## config.mk

```make
export PLATFORM = sky130hd
export DESIGN_NAME = fpnew_opgroup_out_arbiter
export DESIGN_NICKNAME = d
export VERILOG_FILES = /design/src/rtl/fpnew_opgroup_out_arbiter.sv
export SDC_FILE = /design/constraint.sdc
export NUM_CORES = 1
export LEC_CHECK = 0
export BUFFER_PORTS_ARGS = -buffer_cell sky130_fd_sc_hd__buf_2
export CAP_MARGIN = 20
export CORE_ASPECT_RATIO = 0.7
export CORE_MARGIN = 4
export CORE_UTILIZATION = 45
export DETAILED_ROUTE_END_ITERATION = 10
export GPL_ROUTABILITY_DRIVEN = 0
export GPL_TIMING_DRIVEN = 1
export PLACE_DENSITY = 0.95
export SLEW_MARGIN = 40
export SYNTH_ARGS = -nofsm -noshare
export SYNTH_HDL_FRONTEND = slang
export SYNTH_SLANG_ARGS = --single-unit
export TNS_END_PERCENT = 5
```

## constraint.sdc

```tcl
create_clock -name clk_i -period 7.4 [get_ports clk_i]
set_clock_uncertainty 0.05 [all_clocks]
set_input_delay 0.37 -clock clk_i [delete_from_list [all_inputs] [get_ports clk_i]]
set_output_delay 0.37 -clock clk_i [all_outputs]
set_load 0.01 [all_outputs]
```

## src/rtl/fpnew_opgroup_out_arbiter.sv

```systemverilog
`default_nettype none
// ============================================================================
// Module   : fpnew_opgroup_out_arbiter
// Purpose  : Output-side round-robin arbiter for the per-format opgroup
//            slices. One slice is granted per cycle and its result, status,
//            extension bit and tag are registered into a single output stage
//            (1-cycle latency, 1 result/cycle, backpressure-safe).
// Ports    : clk_i / rst_i        clock, asynchronous active-high reset
//            slice_valid_i        per-slice valid
//            slice_ready_o        per-slice accept (grant & stage_en & ~flush)
//            slice_result_i       packed results, slice i at [i*WIDTH +: WIDTH]
//            slice_status_i       packed {NV,DZ,OF,UF,NX}, slice i at [i*5 +: 5]
//            slice_ext_bit_i      per-slice extension bit
//            slice_tag_i          packed tags, slice i at [i*TAG_WIDTH +: TAG_WIDTH]
//            flush_i              drop the held result, accept nothing
//            result_o / status_o / extension_bit_o / tag_o   registered outputs
//            out_valid_o / out_ready_i                       output handshake
//            busy_o               result in flight (== out_valid_o)
//            conflict_cnt_o       saturating contention counter (optional)
// Options  : FPNEW_OUT_ARB_CONFLICT_CNT_EN adds conflict_cnt_o and its counter.
// Revision : 1.0 - initial release
// ============================================================================
module fpnew_opgroup_out_arbiter #(
  parameter int unsigned NUM_SLICES = 4,
  parameter int unsigned WIDTH      = 32,
  parameter int unsigned TAG_WIDTH  = 1
) (
  input  logic                            clk_i,
  input  logic                            rst_i,
  input  logic [NUM_SLICES-1:0]           slice_valid_i,
  output logic [NUM_SLICES-1:0]           slice_ready_o,
  input  logic [NUM_SLICES*WIDTH-1:0]     slice_result_i,
  input  logic [NUM_SLICES*5-1:0]         slice_status_i,
  input  logic [NUM_SLICES-1:0]           slice_ext_bit_i,
  input  logic [NUM_SLICES*TAG_WIDTH-1:0] slice_tag_i,
  input  logic                            flush_i,
  output logic [WIDTH-1:0]                result_o,
  output logic [4:0]                      status_o,
  output logic                            extension_bit_o,
  output logic [TAG_WIDTH-1:0]            tag_o,
  output logic                            out_valid_o,
  input  logic                            out_ready_i,
  output logic                            busy_o
`ifdef FPNEW_OUT_ARB_CONFLICT_CNT_EN
  ,
  output logic [15:0]                     conflict_cnt_o
`endif
);

  localparam int unsigned c_PTR_W = (NUM_SLICES > 1) ? $clog2(NUM_SLICES) : 1;

  logic                   r_valid;
  logic [WIDTH-1:0]       r_result;
  logic [4:0]             r_status;
  logic                   r_ext;
  logic [TAG_WIDTH-1:0]   r_tag;

  logic [c_PTR_W-1:0]     w_rr;
  logic                   w_stage_en;
  logic                   w_accept;
  logic                   w_any;
  logic [c_PTR_W-1:0]     w_off;
  logic [c_PTR_W:0]       w_sum;
  logic [c_PTR_W-1:0]     w_grant_idx;
  logic [c_PTR_W-1:0]     w_rr_next;
  logic [NUM_SLICES-1:0]  w_grant;
  logic [2*NUM_SLICES-1:0] w_dbl;
  logic [NUM_SLICES-1:0]  w_rot;
  logic [WIDTH-1:0]       w_sel_result;
  logic [4:0]             w_sel_status;
  logic                   w_sel_ext;
  logic [TAG_WIDTH-1:0]   w_sel_tag;

  assign w_stage_en = ~r_valid | out_ready_i;
  assign w_accept   = w_any & w_stage_en & ~flush_i;

  // Round-robin search: rotate the valid vector so the current pointer sits
  // at bit 0, take the first set bit, then map the offset back to an index.
  always_comb begin
    w_dbl       = {slice_valid_i, slice_valid_i} >> w_rr;
    w_rot       = w_dbl[NUM_SLICES-1:0];
    w_any       = 1'b0;
    w_off       = '0;
    for (int k = 0; k < NUM_SLICES; k++) begin
      if (!w_any && w_rot[k]) begin
        w_any = 1'b1;
        w_off = c_PTR_W'(k);
      end
    end
    w_sum = {1'b0, w_rr} + {1'b0, w_off};
    if (w_sum >= (c_PTR_W+1)'(NUM_SLICES)) begin
      w_grant_idx = c_PTR_W'(w_sum - (c_PTR_W+1)'(NUM_SLICES));
    end else begin
      w_grant_idx = w_sum[c_PTR_W-1:0];
    end
    w_rr_next = (w_grant_idx == c_PTR_W'(NUM_SLICES-1)) ? '0 : w_grant_idx + 1'b1;
  end

  // One-hot grant and data mux driven from the winning index.
  always_comb begin
    w_grant      = '0;
    w_sel_result = '0;
    w_sel_status = '0;
    w_sel_ext    = 1'b0;
    w_sel_tag    = '0;
    for (int i = 0; i < NUM_SLICES; i++) begin
      if (w_any && (w_grant_idx == c_PTR_W'(i))) begin
        w_grant[i]   = 1'b1;
        w_sel_result = slice_result_i[i*WIDTH +: WIDTH];
        w_sel_status = slice_status_i[i*5 +: 5];
        w_sel_ext    = slice_ext_bit_i[i];
        w_sel_tag    = slice_tag_i[i*TAG_WIDTH +: TAG_WIDTH];
      end
    end
  end

  // Reset is folded in so upstream never sees a handshake while the stage
  // is being cleared.
  assign slice_ready_o = w_grant & {NUM_SLICES{w_stage_en & ~flush_i & ~rst_i}};

  // Pointer register; a single slice needs no pointer at all.
  generate
    if (NUM_SLICES == 1) begin : g_single_ptr
      assign w_rr = '0;
    end else begin : g_rr_ptr
      logic [c_PTR_W-1:0] r_rr;
      always_ff @(posedge clk_i or posedge rst_i) begin
        if (rst_i) begin
          r_rr <= '0;
        end else if (w_accept) begin
          r_rr <= w_rr_next;
        end
      end
      assign w_rr = r_rr;
    end
  endgenerate

  // Output stage: load on accept, otherwise drain when the stage is free or
  // being flushed (flush wins over a simultaneous out_ready_i).
  always_ff @(posedge clk_i or posedge rst_i) begin
    if (rst_i) begin
      r_valid  <= 1'b0;
      r_result <= '0;
      r_status <= '0;
      r_ext    <= 1'b0;
      r_tag    <= '0;
    end else if (w_accept) begin
      r_valid  <= 1'b1;
      r_result <= w_sel_result;
      r_status <= w_sel_status;
      r_ext    <= w_sel_ext;
      r_tag    <= w_sel_tag;
    end else if (w_stage_en | flush_i) begin
      r_valid  <= 1'b0;
    end
  end

  assign result_o        = r_result;
  assign status_o        = r_status;
  assign extension_bit_o = r_ext;
  assign tag_o           = r_tag;
  assign out_valid_o     = r_valid;
  assign busy_o          = r_valid;

`ifdef FPNEW_OUT_ARB_CONFLICT_CNT_EN
  // Counts cycles in which at least one valid slice is left waiting.
  logic        w_conflict;
  logic [15:0] r_conflict_cnt;

  assign w_conflict = (($countones(slice_valid_i) >= 2) && w_stage_en) ||
                      ((|slice_valid_i) && !w_stage_en);

  always_ff @(posedge clk_i or posedge rst_i) begin
    if (rst_i) begin
      r_conflict_cnt <= '0;
    end else if (w_conflict && (r_conflict_cnt != 16'hFFFF)) begin
      r_conflict_cnt <= r_conflict_cnt + 16'd1;
    end
  end

  assign conflict_cnt_o = r_conflict_cnt;
`endif

endmodule
`default_nettype wire

```

; ---- After elaboration in Yosys (flattened, before gate mapping)
; Index checks and enable logic that the tools add are counted.
; Widths: inputs -> output; s select.
[classes]
addsub = 3
magnitude_cmp = 1
eq_ne = 3
n_shift = 1
n_mux = 31
bitwise = 10
reduce_logical = 12
[op_table]
columns = cell, count
row1 = $mux 32, 4
row2 = $mux 5, 4
row3 = $mux 1, 19
row4 = $mux 2, 4
row5 = $shr 8x2->4, 1
row6 = $logic_and 1x1->1, 7
row7 = $and 1x1->1, 4
row8 = $and 4x4->4, 1
row9 = $eq 2x2->1 const B, 2
row10 = $add 2x2->3, 1
row11 = $ge 3x3->1 const B, 1
row12 = $logic_not 1->1, 3
row13 = $not 1->1, 3
row14 = $add 2x1->2 const B, 1
row15 = $eq 2x1->1 const B, 1
row16 = $logic_not 2->1, 1
row17 = $or 1x1->1, 2
row18 = $reduce_bool 2->1, 1
row19 = $sub 2x1->2 const B, 1
[word_totals]
regBits = 42
elab_cells = 67

; ---- Depth between registers and ports, before layout
; Gate-level depths: netlist of the first run.
[depth]
ltp_word = 20
depth_mapped = 16
mapped_depth_nobuf = 13

; ---- Least setup slack after synthesis of the first run
; No wires, ideal clock.
[synth_path]
path_kind = register -> output
from = register g_rr_ptr.r_rr[0]
to = output port slice_ready_o[3]
arrival_ps = 2648
slack_ps = 4332
stages_incl_launch_ff = 11
path_buffers = 3
path_cell_list = dfrtp_1 clkbuf_1 or4_1 o2111ai_1 ha_1 xor2_1 xor2_1 ha_1 clkbuf_1 clkbuf_1 and3_1
[synth_between]
elab_chain_cells = 18
word_cells_on_any_way = 22
classes_between = 2 x add/sub / 1 x order compare / 1 x eq/ne / 1 x shift / 9 x mux / 1 x bitwise / 7 x reduce/logical
[synth_lines]
columns = item, line_no
row1 = "start, declared", 126  ; logic [c_PTR_W-1:0] r_rr;
row2 = "start signal, assigned", 131  ; r_rr <= w_rr_next;
row3 = $shr 8x2->4, 80  ; w_dbl = {slice_valid_i, slice_valid_i} >> w_rr;
row4 = $mux 1, 85  ; if (!w_any && w_rot[k]) begin
row5 = $logic_not 1->1, 85
row6 = $logic_and 1x1->1, 85
row7 = $mux 1, 85
row8 = $logic_not 1->1, 85
row9 = $logic_and 1x1->1, 85
row10 = $mux 1, 85
row11 = [2 not listed], n/a
row12 = $mux 2, 85
row13 = $add 2x2->3, 90  ; w_sum = {1'b0, w_rr} + {1'b0, w_off};
row14 = $ge 3x3->1 or $sub 2x1->2 (tied branches), "91, 92"
row15 = $mux 2, 91  ; if (w_sum >= (c_PTR_W+1)'(NUM_SLICES)) begin
row16 = $eq 2x2->1, 107  ; if (w_any && (w_grant_idx == c_PTR_W'(i))) begin
row17 = $logic_and 1x1->1 *, 107
row18 = $mux 1 *, 107
row19 = $and 4x4->4 *, 119  ; assign slice_ready_o = w_grant & {NUM_SLICES{w_stage_en & ~flush_i & ~rst_i}};
row20 = "end, declared", 31  ; output logic [NUM_SLICES-1:0] slice_ready_o,
; Every way passes the cells marked *; elsewhere a longest branch is shown, timed or not.

; ---- Final worst setup path of the first run
; Same ends and word-level chain as after synthesis.

==> impl_metrics.csv, run 1 <==
group,metric,value,unit
setup_path,crit_fanout,43,
synthesis,seq_area_frac_synth,0.360,
setup_path,max_stage_delay,0.72,ns
timing,worst_pin_slew,0.752,ns
timing,fin_crit_sh,0.551,
cts,cts_tree,"built",
finish,layout_common_cells,"buf_2, a21oi_1, nor2_1",
setup_path,cp-end-kind,"output port",
finish,stdcell_area,0.00402,mm2
synthesis,synthAdderAreaFrac,0.0215,
timing,timing.fmax,245,MHz
timing,slew_violations,0,
synthesis,synth_compound_area_frac,0.273,
timing,min_period,4.08,ns
synthesis,synth_top_family_by_area,"compound AO/OA/AOI/OAI gates",
power_and_ir_drop,total_leakage_power,1.90,nW
synthesis,syn_nets,530,
place,hpwl,7430,um
outcome,status,"complete, no violations",
floorplanning,core,0.00625,mm2
min_path,hold_path_class,"input port to asynchronous set/reset pin",
cts,ctsHoldBuffers,0,
grt,grt_pass1_vias,3278,
cts,cts.root.buffer_cell,"clkbuf_8",
flow_run,max-cap-violations,0,
synthesis,yosysWarnings,0,
synthesis,syn_area,0.00292,mm2
timing,max_slew_margin,0.498,
timing,fin_setup_tns,0,ns
floorplanning,die_area,0.00785,mm2
synthesis,syn_area_per_cell,8.08,um2
cts,cts_buffers,5,
cts,cts_resized,0,
route,vias,3451,
route,post_drt_wl_per_cell,16.0,um
setup_path,timing.critical_path.mode_cell,"xor2_1",
power_and_ir_drop,powerDensity,600,mW/mm2
place,dpl-instance-area,0.00392,mm2
route,post_drt_via_cell_ratio,5.57,
grt,grt_overflow,0,
power_and_ir_drop,peakVddDrop,280,uV
setup_path,cp_cell_sequence,"or4_1 > o2111ai_1 > ha_1 > xor2_1 > xor2_1 > ha_2 > buf_4 > and3_1 > buf_2",
synthesis,synthMuxAreaShare,0.00772,
setup_path,crit_path_start_kind,"flop",
grt,grt_max_degree,66,
grt,antenna_found_initial,0,
timing,setup_viol,0,
synthesis,synth-seq-cells,42,
cts,numClockSinks,42,
finish,drive_above_1_share,0.421,
route,dr.pass1.iters,4,
synthesis,postSynthCellCount,361,
floorplanning,num_io_pins,209,
floorplanning,rows,24,
finish,syn_to_final_growth,37.9,%
setup_path,crit_type,"flop to output port",
setup_path,arrival,3.66,ns
cts,clock_latency,0.29,ns
floorplanning,die_x,104,um
route,drtIter0Drc,202,
grt,grt_usage,0.243,
floorplanning,die_y,75.4,um
cts,clock_path_buffers,2,
cts,post_cts_buffers,0,
route,wl,9890,um
finish,final_common_cell,"buf_2",
cts,htreeDepth,2,
synthesis,synthSimpleGateAreaFrac,0.252,
floorplanning,start_util,0.467,
place,io_buffers,208,
synthesis,yosysUniqueCellTypes,32,
power_and_ir_drop,power,2.41,mW
grt,grt_pass1_wl,15500,um
setup_path,required,6.98,ns
timing,finalHoldViolations,0,
setup_path,crit_path_top_delay_cell,"ha_2",
finish,nNetsFinal,710,
route,route.detailed.drc,0,
synthesis,synth_xor_area_frac,0.00901,
timing,whs,0.0974,ns
route,ant_nets,0,
finish,n_antenna_cell,0,
cts,cts.reportedPaths.clkPinSlew,0.08,ns
timing,rsz0062_at_grt,"no",
## cells by family (layout without fill, tap and decap cells)
| family | after synthesis | count (layout) |
|---|---|---|
| AOI/OAI and AO/OA | 127 | 127 |
| DFF | 42 | 42 |
| adders and majority gates | 5 | 5 |
| buffers and inverters | 44 | 225 |
| muxes | 2 | 2 |
| xor gates and xnor gates | 3 | 3 |
| and+or+nand+nor | 138 | 138 |
## metrics by stage
| step | cells | setup slack [ns] | utilization |
|---|---|---|---|
| floorplan | 361 | 4.33 | - |
| global placement | 611 | 3.57 | 0.623 |
| detailed placement | 612 | 3.47 | 0.628 |
| CTS | 620 | 3.29 | 0.642 |
| global route | 620 | 3.05 | 0.644 |
| finish | 620 | 3.32 | 0.644 |
## final cells by class
type                       count  area [um2]
inverter                       4        17.5
clock buffer                   7        86.3
tap                           78        97.6
fill                         560        2220
multi-input combinational    275        1670
clock inverter                 1        5.00
timing repair buffer         213        1100
sequential                    42        1050
## synthesized netlist by cell type
cell       instances  area share
xnor2_1            1      0.0030
buf_6              3       0.012
nor4b_1            1      0.0030
o211ai_1           1      0.0026
or4_1              1      0.0026
clkbuf_1          21       0.027
and3_1             4      0.0086
dfrtp_1           42        0.36
nor3b_1            2      0.0051
nor4_4             1      0.0073
ha_1               5       0.021
nor3_1            40       0.069
a221oi_1          38        0.11
and3b_1            1      0.0030
a31oi_1            1      0.0021
buf_2             10       0.017
nor4_1             1      0.0021
inv_1              4      0.0051
xor2_1             2      0.0060
buf_4              6       0.015
a22oi_1            1      0.0026
mux2_1             2      0.0077
nor2_1            45       0.058
a21oi_1           82        0.14
nand2_1            1      0.0013
nor2b_1           38       0.082
o2111ai_1          1      0.0030
o22ai_2            1      0.0043
nand2b_1           1      0.0021
nor3b_2            1      0.0043
o21ai_0            2      0.0034
nor2b_4            1      0.0047
## critical path, delay by kind of cell (launching register included)
| kind | cells | cell delay [ns] |
|---|---|---|
| adders and majority gates | 2 | 0.91 |
| and+or+nand+nor | 2 | 0.76 |
| buffers and inverters | 2 | 0.61 |
| DFF | 1 | 0.50 |
| xor gates and xnor gates | 2 | 0.49 |
| AOI/OAI and AO/OA | 1 | 0.09 |
## path summary, 6_finish.rpt
path,startpoint,end,slack (ns),cells past startpoint
max,g_rr_ptr.r_rr[0],slice_ready_o[3],3.32,9
min,rst_i,result_o[3],0.1,2
min reg2reg,result_o[17],result_o[17],0.48,2
min in group clk_i,flush_i,busy_o,0.23,2
max reg2reg,g_rr_ptr.r_rr[0],result_o[14],3.81,12
max in group asynchronous,rst_i,result_o[19],6.81,2
## registers in the layout, summed over array words and instances, names as in the netlist
register         cells
tag_o                1
g_rr_ptr.r_rr        2
extension_bit_o      1
result_o            32
busy_o               1
status_o             5
## where the power goes
| group | total (mW) | switching, mW | internal (mW) |
|---|---|---|---|
| Combinational | 1.83 | 1.04 | 0.795 |
| Clock | 0.157 | 0.0815 | 0.0755 |
| Sequential | 0.422 | 0.0712 | 0.351 |
| Total | 2.41 | 1.19 | 1.22 |
## routing by layer
layer  track usage  vias up  share of wire
met5             0        -              0
met4        0.0619        0          0.010
met3        0.0737       13          0.094
met2         0.425      180           0.49
met1         0.301     1579           0.40
li1              -     1679              -
No activity file was read; power rests on OpenSTA's default activity.
==> inputs of run 2 (changes only) <==
--- a/config.mk
+++ b/config.mk
@@ -9,11 +9,11 @@
 export CAP_MARGIN = 20
 export CORE_ASPECT_RATIO = 0.7
 export CORE_MARGIN = 4
-export CORE_UTILIZATION = 45
+export CORE_UTILIZATION = 38
 export DETAILED_ROUTE_END_ITERATION = 10
 export GPL_ROUTABILITY_DRIVEN = 0
 export GPL_TIMING_DRIVEN = 1
-export PLACE_DENSITY = 0.95
+export PLACE_DENSITY = 0.87
 export SLEW_MARGIN = 40
 export SYNTH_ARGS = -nofsm -noshare
 export SYNTH_HDL_FRONTEND = slang
==> constraint.sdc (replaced) <==
create_clock -name clk_i -period 3.6 [get_ports clk_i]
set_clock_uncertainty 0.05 [all_clocks]
set_input_delay 0.18 -clock clk_i [delete_from_list [all_inputs] [get_ports clk_i]]
set_output_delay 0.18 -clock clk_i [all_outputs]
set_load 0.01 [all_outputs]
==> run 2 against run 1 <==
Hold slack worse by 0.058 ns. Cell count up 4.8%. Design area up 3.0%. Via count decreased by 0.20%. First-iteration DRC count is 30% higher. Sequential power up 110%. Combinational power increased by 110%. Utilization shrank 8.3 points.
==> impl_metrics.csv, run 2 (same netlist as run 1, synthesis figures left out) <==
group,metric,value,unit
outcome,status,"complete, no violations",
finish,largest_reg_flops,32,
place,hpwl,7830,um
cts,cts_resized,0,
min_path,hold_depth,2,
grt,grt_max_degree,45,
finish,nNetsFinal,720,
cts,cts.root.buffer_cell,"clkbuf_8",
route,post_drt_wl_per_cell,15.6,um
timing,max_slew_margin,0.662,
grt,grt_pass1_vias,3266,
grt,grt_pass1_wl,15800,um
route,drt-met1-wl,3990,um
cts,cts_tree,"built",
power_and_ir_drop,power,5.11,mW
timing,slew_violations,0,
route,vias,3444,
finish,n_antenna_cell,0,
finish,ff_latch_area,0.00105,mm2
setup_path,arrival,3.19,ns
cts,htreeDepth,2,
cts,clock_path_buffers,2,
place,dpl-instance-area,0.00401,mm2
route,drtIter0Drc,263,
route,dr.pass1.iters,4,
flow_run,max-cap-violations,0,
cts,clock_latency,0.29,ns
power_and_ir_drop,total_leakage_power,1.96,nW
route,post_drt_via_cell_ratio,5.30,
route,wl,10100,um
setup_path,cp_cell_sequence,"or4_1 > o2111ai_1 > ha_1 > xor2_1 > xor2_1 > ha_2 > buf_12 > and3_1 > buf_2",
setup_path,cp-end-kind,"output port",
setup_path,path_buf_inv,2,
floorplanning,die_x,113,um
setup_path,timing.critical_path.mode_cell,"xor2_1",
route,route.detailed.drc,0,
route,ant_nets,0,
finish,final_common_cell,"buf_2",
route,wl_met2,5090,um
place,place_ws,0.209,ns
cts,numClockSinks,42,
timing,min_period,3.42,ns
place,io_buffers,208,
floorplanning,start_util,0.395,
finish,layout_common_cells,"buf_2, a21oi_1, nor2_1",
power_and_ir_drop,powerDensity,1230,mW/mm2
setup_path,ff2ff_path_depth,11,
finish,finish.utilization,0.561,
setup_path,path_depth,9,
finish,nFillCells,679,
finish,syn_to_final_growth,42.1,%
power_and_ir_drop,peakVddDrop,526,uV
cts,cts.reportedPaths.clkPinSlew,0.08,ns
route,maxUsedRoutingLayer,"met4",
timing,timing.fmax,292,MHz
route,route.met3.wl,973,um
setup_path,crit_path_top_delay_cell,"or4_1",
setup_path,crit_path_start_kind,"flop",
floorplanning,die_y,81.3,um
min_path,hold_path_class,"input port to flop",
timing,finalHoldViolations,0,
setup_path,max_stage_delay,0.55,ns
grt,grt_usage,0.213,
timing,setup_viol,0,
timing,rsz0062_at_grt,"yes",
floorplanning,num_io_pins,209,
timing,worst_pin_slew,0.507,ns
setup_path,crit_fanout,31,
timing,fin_ws,0.180,ns
grt,antenna_found_initial,0,
setup_path,cp_top_family,"adder cells",
finish,drive_above_1_share,0.428,
floorplanning,rows,26,
cts,cts_buffers,5,
setup_path,required,3.37,ns
finish,multiInputGateArea,0.00166,mm2
floorplanning,die_area,0.00916,mm2
grt,grt_overflow,0,
timing,fin_crit_sh,0.950,
setup_path,crit_type,"flop to output port",
floorplanning,core,0.00738,mm2
finish,stdcell_area,0.00415,mm2
[run 2: path summary, 6_finish.rpt]
path,from,to,slack [ns]
max,g_rr_ptr.r_rr[0],slice_ready_o[2],0.18
min,flush_i,busy_o,0.04
max reg2reg,g_rr_ptr.r_rr[0],result_o[9],0.28
min reg2reg,result_o[22],result_o[22],0.49
max in group asynchronous,rst_i,result_o[19],2.32
min in group asynchronous,rst_i,result_o[1],0.42
[run 2: repair_timing]
item                       in CTS  in global routing
hold buffers                    1                  0
hold endpoints to repair       19                  0
setup buffers                   0                  2
setup endpoints to repair       0                 10
[run 2: final cells by class]
type,count,share of cell area
clock inverters,1,0.00724
repair buffers,223,0.288
multi-input cells,275,0.400
clock buffers,7,0.0184
flip-flops and latches,42,0.254
well taps,98,0.0296
inverters,4,0.00362
[run 2: power by group]
part | total [mW] | internal (mW) | switching (mW)
logic | 3.87 | 1.74 | 2.13
registers | 0.870 | 0.721 | 0.149
clock network | 0.366 | 0.208 | 0.158
[run 2: per-layer routing]
metal,track usage,up-vias
met5,0,-
met4,0.0396,0
met3,0.0588,9
met2,0.394,158
met1,0.251,1580
li1,-,1697
[run 2: stage by stage]
stage / setup TNS [ns] / hold WS [ns] / std cells
6_report: 0 / 0.0397 / 650
2_1_floorplan: 0 / 0.193 / 361
4_1_cts: 0 / 0.0263 / 648
5_1_grt: -0.0182 / 0.0351 / 650
3_5_place_dp: 0 / 0.192 / 639
3_3_place_gp: 0 / 0.196 / 638
==> inputs of run 3 (changes only) <==
--- a/config.mk
+++ b/config.mk
@@ -10,10 +10,11 @@
 export CORE_ASPECT_RATIO = 0.7
 export CORE_MARGIN = 4
 export CORE_UTILIZATION = 38
+export CTS_CLUSTER_DIAMETER = 150
 export DETAILED_ROUTE_END_ITERATION = 10
 export GPL_ROUTABILITY_DRIVEN = 0
 export GPL_TIMING_DRIVEN = 1
-export PLACE_DENSITY = 0.87
+export PLACE_DENSITY = 0.78
 export SLEW_MARGIN = 40
 export SYNTH_ARGS = -nofsm -noshare
 export SYNTH_HDL_FRONTEND = slang
==> run 3 against run 2 <==
Sequential share of layout area rose by 0.33 points. Flip-flop and latch count did not move. Cell count fell by 0.62%. Largest cell class unchanged. Combinational power barely moved. Routed wire length fell by 1.5%. Clock power fell by 20%. Via count barely moved. Hold slack improved by 0.0053 ns. Critical path type is now flop to flop. Non-clock buffer count fell by 3. Critical path depth rose by 3. Critical endpoint is now result_o[22]. Maximum frequency rose by 2.2%. Highest routed layer unchanged.
==> impl_metrics.csv, run 3 (same netlist as run 1, synthesis figures left out) <==
group,metric,value,unit
outcome,status,"complete, no violations",
power_and_ir_drop,p_sw_frac,0.489,
finish,finish.utilization,0.554,
cts,clock_path_buffers,2,
timing,min_period,3.35,ns
route,ant_nets,0,
cts,htreeDepth,2,
grt,grt_overflow,0,
cts,clock_latency,0.29,ns
place,place_ws,0.304,ns
setup_path,ff2ff_path_depth,12,
finish,final_common_cell,"buf_2",
cts,cts_buffers,5,
timing,fin_setup_tns,0,ns
timing,fin_ws,0.255,ns
timing,slew_violations,0,
min_path,hold_path_class,"input port to flop",
finish,n_antenna_cell,0,
setup_path,cp-end-kind,"flop",
setup_path,path_depth,12,
power_and_ir_drop,internal_power,2.56,mW
floorplanning,core,0.00738,mm2
power_and_ir_drop,power,5.02,mW
setup_path,path_buf_inv,1,
route,drtIter0Drc,240,
timing,max_slew_margin,0.634,
setup_path,reg2reg_slack,0.25,ns
power_and_ir_drop,total_leakage_power,1.93,nW
finish,syn_to_final_growth,40.3,%
flow_run,max-cap-violations,0,
setup_path,critPathCapture,"result_o[22]",
floorplanning,die_y,81.3,um
finish,nNetsFinal,717,
grt,antenna_found_initial,0,
finish,largest_reg_flops,32,
power_and_ir_drop,p_comb_frac,0.767,
timing,finalHoldViolations,0,
place,hpwl,7790,um
power_and_ir_drop,clkPwrFrac,0.058,
route,post_drt_via_cell_ratio,5.34,
timing,worst_pin_slew,0.548,ns
setup_path,cp-startpoint,"g_rr_ptr.r_rr[0]",
finish,stdcell_area,0.00409,mm2
grt,grt_pass1_wl,15400,um
route,route.detailed.drc,0,
setup_path,crit_fanout,23,
grt,grt_max_degree,60,
cts,cts.reportedPaths.clkPinSlew,0.08,ns
finish,drive_above_1_share,0.423,
floorplanning,rows,26,
timing,timing.fmax,299,MHz
finish,ff_latch_area,0.00105,mm2
setup_path,cp_cell_sequence,"or4_1 > o2111ai_1 > ha_1 > xor2_1 > xnor2_1 > ha_1 > nor2b_4 > buf_12 > a221oi_1 > nor3_1 > a21oi_1 > a21oi_1",
power_and_ir_drop,p_seq_frac,0.175,
power_and_ir_drop,powerDensity,1230,mW/mm2
cts,cts_tree,"built",
setup_path,required,3.76,ns
setup_path,max_stage_delay,0.55,ns
grt,grt_pass1_vias,3216,
setup_path,cp_top_family,"simple AND/OR/NAND/NOR gates",
setup_path,arrival,3.50,ns
cts,cts.root.buffer_cell,"clkbuf_8",
floorplanning,die_x,113,um
floorplanning,start_util,0.395,
setup_path,r2r-start,"g_rr_ptr.r_rr[0]",
cts,cts_resized,0,
setup_path,crit_path_start_kind,"flop",
finish,multiInputGateArea,0.00166,mm2
route,wl,9990,um
power_and_ir_drop,peakVddDrop,583,uV
place,io_buffers,208,
cts,numClockSinks,42,
timing,setup_viol,0,
timing,rsz0062_at_grt,"no",
setup_path,crit_path_top_delay_cell,"or4_1",
place,dpl-instance-area,0.00401,mm2
route,post_drt_wl_per_cell,15.5,um
setup_path,worstReg2RegEnd,"result_o[22]",
power_and_ir_drop,switchingPower,2.45,mW
timing,fin_crit_sh,0.929,
finish,layout_common_cells,"buf_2, a21oi_1, nor2_1",
setup_path,crit_type,"flop to flop",
floorplanning,num_io_pins,209,
grt,grt_usage,0.205,
floorplanning,die_area,0.00916,mm2
route,vias,3447,
finish,nFillCells,705,
route,dr.pass1.iters,4,
-- run 3: power groups by stage --
| stage | registers (mW) | clock network (mW) | logic (mW) |
|---|---|---|---|
| global placement | 0.867 | 0 | 3.74 |
| global route | 0.910 | 0.325 | 4.28 |
| CTS | 0.875 | 0.302 | 3.89 |
| finish | 0.876 | 0.291 | 3.85 |
| floorplan | 0.956 | 0 | 2.77 |
| detailed placement | 0.878 | 0 | 3.88 |
-- run 3: how the worst min path moves through the flow --
stage | from | to | cells past startpoint
after global routing | flush_i | busy_o | 2
after CTS | flush_i | busy_o | 2
after detailed placement | rst_i | result_o[1] | 2
final | flush_i | busy_o | 2
after global placement | rst_i | result_o[1] | 2
after floorplan | flush_i | busy_o | 1
-- run 3: what timing repair did --
action,CTS,global route
hold buffers,1,0
buffers inserted,0,0
hold endpoints to repair,22,0
-- run 3: stage by stage --
step | hold slack (ns) | instances
floorplan | 0.193 | 361
global placement | 0.220 | 638
detailed placement | 0.221 | 638
CTS | 0.0321 | 646
global route | 0.0246 | 646
finish | 0.0450 | 646
-- run 3: final cells by class --
| class | count | area share |
|---|---|---|
| flip-flops and latches | 42 | 0.257 |
| multi-input cells | 275 | 0.405 |
| inverters | 4 | 0.00367 |
| well taps | 98 | 0.0300 |
| repair buffers | 220 | 0.286 |
| clock buffers | 7 | 0.0186 |
-- run 3: routing by layer --
metal	vias to the layer above	wire, um	GRT usage
met4	0	40	0.0360
met3	4	1060	0.0618
met2	168	4870	0.356
li1	1693	-	-
met5	-	0	0
met1	1582	4010	0.258
